**src/rtl/full_adder_implicit.sv**
```systemverilog
// Registered WIDTH-bit implicit full adder: {co, s} = a + b + ci with valid tracking.
// Define FULL_ADDER_IMPLICIT_OVF_EN to add the signed-overflow output ovf.
module full_adder_implicit #(
  parameter int WIDTH   = 1,
  parameter bit REG_OUT = 1'b1
) (
  input  logic             clk,
  input  logic             rst_n,
  input  logic             in_valid,
  input  logic             ci,
  input  logic [WIDTH-1:0] a,
  input  logic [WIDTH-1:0] b,
  output logic [WIDTH-1:0] s,
  output logic             co,
  output logic             out_valid
`ifdef FULL_ADDER_IMPLICIT_OVF_EN
  ,
  output logic             ovf
`endif
);

  // Handshake: in_valid qualifies a/b/ci for one cycle; out_valid marks s/co
  // as a fresh result for exactly one cycle. There is no ready: every result
  // must be taken by the consumer.

  // Operands are widened before the add so the carry lands in bit WIDTH.
  logic [WIDTH:0] full;
  logic           ovf_c;

  assign full  = {1'b0, a} + {1'b0, b} + {{WIDTH{1'b0}}, ci};
  assign ovf_c = (a[WIDTH-1] == b[WIDTH-1]) && (full[WIDTH-1] != a[WIDTH-1]);

  generate
    if (REG_OUT) begin : g_reg
      logic [WIDTH-1:0] s_q;
      logic             co_q;
      logic             valid_q;
      logic             ovf_q;

      // Result registers load only on a valid beat so idle inputs never disturb them.
      always_ff @(posedge clk or negedge rst_n) begin
        if (!rst_n) begin
          s_q     <= '0;
          co_q    <= 1'b0;
          ovf_q   <= 1'b0;
          valid_q <= 1'b0;
        end else begin
          valid_q <= in_valid;
          if (in_valid) begin
            s_q   <= full[WIDTH-1:0];
            co_q  <= full[WIDTH];
            ovf_q <= ovf_c;
          end
        end
      end

      assign s         = s_q;
      assign co        = co_q;
      assign out_valid = valid_q;
`ifdef FULL_ADDER_IMPLICIT_OVF_EN
      assign ovf       = ovf_q;
`else
      logic unused_ovf;
      assign unused_ovf = ovf_q;
`endif
    end else begin : g_comb
      logic unused_clk_rst;
      assign unused_clk_rst = clk ^ rst_n;

      assign s         = full[WIDTH-1:0];
      assign co        = full[WIDTH];
      assign out_valid = in_valid;
`ifdef FULL_ADDER_IMPLICIT_OVF_EN
      assign ovf       = ovf_c;
`else
      logic unused_ovf;
      assign unused_ovf = ovf_c;
`endif
    end
  endgenerate

endmodule

```
**config.mk**
```make
export PLATFORM = sky130hd
export DESIGN_NAME = full_adder_implicit
export DESIGN_NICKNAME = d
export VERILOG_FILES = /design/src/rtl/full_adder_implicit.sv
export SDC_FILE = /design/constraint.sdc
export NUM_CORES = 1
export LEC_CHECK = 0
export BUFFER_PORTS_ARGS = -buffer_cell sky130_fd_sc_hd__buf_2
export CAP_MARGIN = 20
export CORE_AREA = 2 2 39 41
export DETAILED_ROUTE_END_ITERATION = 12
export DIE_AREA = 0 0 41 43
export PLACE_DENSITY_LB_ADDON = 0.25
export RECOVER_POWER = 50
export SLEW_MARGIN = 20
export SYNTH_ARGS = -nofsm -noshare
export SYNTH_HDL_FRONTEND = slang
export SYNTH_SLANG_ARGS = --single-unit
```
**constraint.sdc**
```tcl
create_clock -name clk -period 0.8 [get_ports clk]
set_input_delay 0.08 -clock clk [delete_from_list [all_inputs] [get_ports clk]]
set_output_delay 0.08 -clock clk [all_outputs]
set_load 0.02 [all_outputs]
```
==> flow_summary.json <==
{
  "status": "finished, violations left",
  "violations": "negative setup slack",
  "hp-class": "input port to flip-flop",
  "worst-path-stages": 1,
  "synth-simple-area-share": 0,
  "p_int_uw": 438,
  "areaGrowthSynthToFinish_pct": 115,
  "wl_um": 320,
  "crit_path_top_delay_cell": "dfrtp_2",
  "max_slew.worst_pin.slew_ns": 0.175,
  "grt.overflow.total": 0,
  "layout_min_cycle_time_ns": 0.847,
  "core.rowCount": 14,
  "dp_cells": 30,
  "ys_types": 3,
  "drt-pass1-iter-count": 1,
  "dr.first_iter.drc_count": 0,
  "path_buf_inv": 1,
  "htree_num_levels": 1,
  "synth_fa_ha_area_frac": 0.170,
  "crit_family": "flip-flops",
  "layout_commonest_cell": "buf_2",
  "slew_violations": 0,
  "r2r_slack_ns": 0.01,
  "p_comb_frac": 0.225,
  "io_pins": 9,
  "syn_avg_cell_area_sq_um": 19.6,
  "fp.dieW_um": 41,
  "instances_no_fill": 36,
  "clkSinkCount": 3,
  "max_stage_delay_ns": 0.40,
  "final_cell_mix": "buf_2 (4), clkbuf_4 (3), buf_6 (3)",
  "yosys_warnings": 0,
  "required_ns": 0.72,
  "numCtsBuffers": 3,
  "max-cap-violations": 0,
  "syn_inst": 6,
  "clockPowerShare": 0.452,
  "ys_seq_area_frac": 0.638,
  "fin_ws_ns": -0.0471,
  "ys_ff_latch": 3,
  "vias_per_cell": 2.86,
  "critPathLaunch": "co$_DFFE_PN0P_",
  "endpoint_kind": "output pin",
  "ant_nets": 0,
  "post_cts_buffers": 0,
  "p_per_area_mw_per_mm2": 2300,
  "cp_max_fo": 2,
  "grt_usage": 0.0473,
  "nets": 28,
  "grt_pass1_wl_um": 434,
  "hpwl_um": 240,
  "grt_pass1_vias": 123,
  "port_buffers": 8,
  "synthesis.area_sq_um": 118,
  "finalPower_uw": 582,
  "coreArea_sq_mm": 0.00138,
  "cts_tree": "done",
  "ir_worst_vdd_mv": 0.432,
  "placed_area_sq_um": 185,
  "fin_crit_sh": 1.06,
  "clkTransAtPathRegs_ns": 0.04,
  "cts-root-buf": "clkbuf_4",
  "diodes": 0,
  "fp.dieH_um": 43,
  "setup_viol": 3,
  "sequentialPowerShare": 0.323,
  "drc": 0,
  "synth_compound_area_frac": 0,
  "synth_top_family_by_area": "multiplexers",
  "design.die.area_sq_mm": 0.00176,
  "antenna_found_initial": 0,
  "yosys.area_share.xor_xnor": 0,
  "clk_latency_ns": 0.23,
  "post_route_cells_drive_above_1_share": 0.700,
  "arrival_ns": 0.77,
  "endpoint": "co",
  "r2r_start": "co$_DFFE_PN0P_",
  "wl_per_cell_um": 8.89,
  "vias": 103,
  "synthMuxAreaShare": 0.191,
  "grt_max_degree": 4,
  "gp_congestion": 0.555,
  "initial_core_util": 0.0850,
  "start_kind": "flip-flop",
  "stdcell_area_sq_um": 253,
  "crit_chain": "buf_6",
  "fmax_mhz": 1180,
  "syn-num-nets": 13,
  "skew_ns": 0,
  "rsz0062_at_grt": "true",
  "crit_type": "flip-flop to output pin",
  "r2r_end": "co$_DFFE_PN0P_",
  "power.share.switching": 0.246,
  "hold_viol": 0,
  "p_leak_uw": 0.000115,
  "clockBufferDepth": 2,
  "reg2reg_depth": 1,
  "slew_headroom": 0.883,
  "p_switching_uw": 143
}
-- worst min-delay path by stage --
stage | startpoint | endpoint | slack [ns] | depth (start not counted)
detailed placement | rst_n | out_valid$_DFF_PN0_ | -0.12 | 1
global route | in_valid | s$_DFFE_PN0P_ | 0.15 | 2
floorplan | rst_n | co$_DFFE_PN0P_ | -0.22 | 0
global placement | rst_n | out_valid$_DFF_PN0_ | -0.12 | 1
finish | in_valid | co$_DFFE_PN0P_ | 0.15 | 2
CTS | in_valid | co$_DFFE_PN0P_ | 0.13 | 2
-- layer usage --
| metal | GRT usage | up-vias | part of all wire |
|---|---|---|---|
| met4 | 0.0800 | 0 | 0 |
| met3 | 0.0314 | 0 | 0.13 |
| met2 | 0.0469 | 9 | 0.43 |
| li1 | - | 47 | - |
| met1 | 0.0455 | 47 | 0.44 |
| met5 | 0 | - | 0 |
-- through the flow --
step                      hold slack, ns  TNS [ns]  utilization  worst slack [ns]
after floorplan                   -0.216    -0.108            -           -0.0861
after global placement            -0.125    -0.345        0.134            -0.212
after detailed placement          -0.119    -0.372        0.134            -0.237
after CTS                          0.131    -0.122        0.181           -0.0614
after global routing               0.154    -0.158        0.183           -0.0704
final                              0.149   -0.0849        0.183           -0.0471
-- final cells by class --
| class | count | area (sq um) |
|---|---|---|
| flip-flops and latches | 3 | 76.3 |
| well taps | 16 | 20.0 |
| clock buffers | 4 | 26.3 |
| multi-input cells | 3 | 52.6 |
| repair buffers | 10 | 77.6 |
| fillers | 156 | 1130 |
-- synthesized netlist by cell type (all sizes together) --
library cell	number	share of area
mux2	2	0.19
fa	1	0.17
dfrtp	3	0.64
-- cells by family (layout without fill, tap and decap cells) --
group | Yosys count | in the layout
adder cells (fa/ha/maj) | 1 | 1
flip-flops | 3 | 3
multiplexers | 2 | 2
buffers and inverters | 0 | 14
-- power by group through the flow --
stage          clock, uW  sequential, uW  combinational, uW
3_5_place_dp           0             185               94.9
3_3_place_gp           0             184               89.6
2_1_floorplan          0             208               24.4
6_report             263             188                131
4_1_cts              278             188                124
5_1_grt              284             190                139
-- registers in the layout, indices dropped and copies added (netlist names) --
| name | cells |
|---|---|
| s | 1 |
| co | 1 |
| out_valid | 1 |
-- repair_timing --
item	4_1_cts	5_1_grt
gates resized for setup	6	1
hold buffers	2	0
endpoints found under the setup margin	3	5
hold endpoints to repair	4	0
Power figures use the tool's default switching activity.
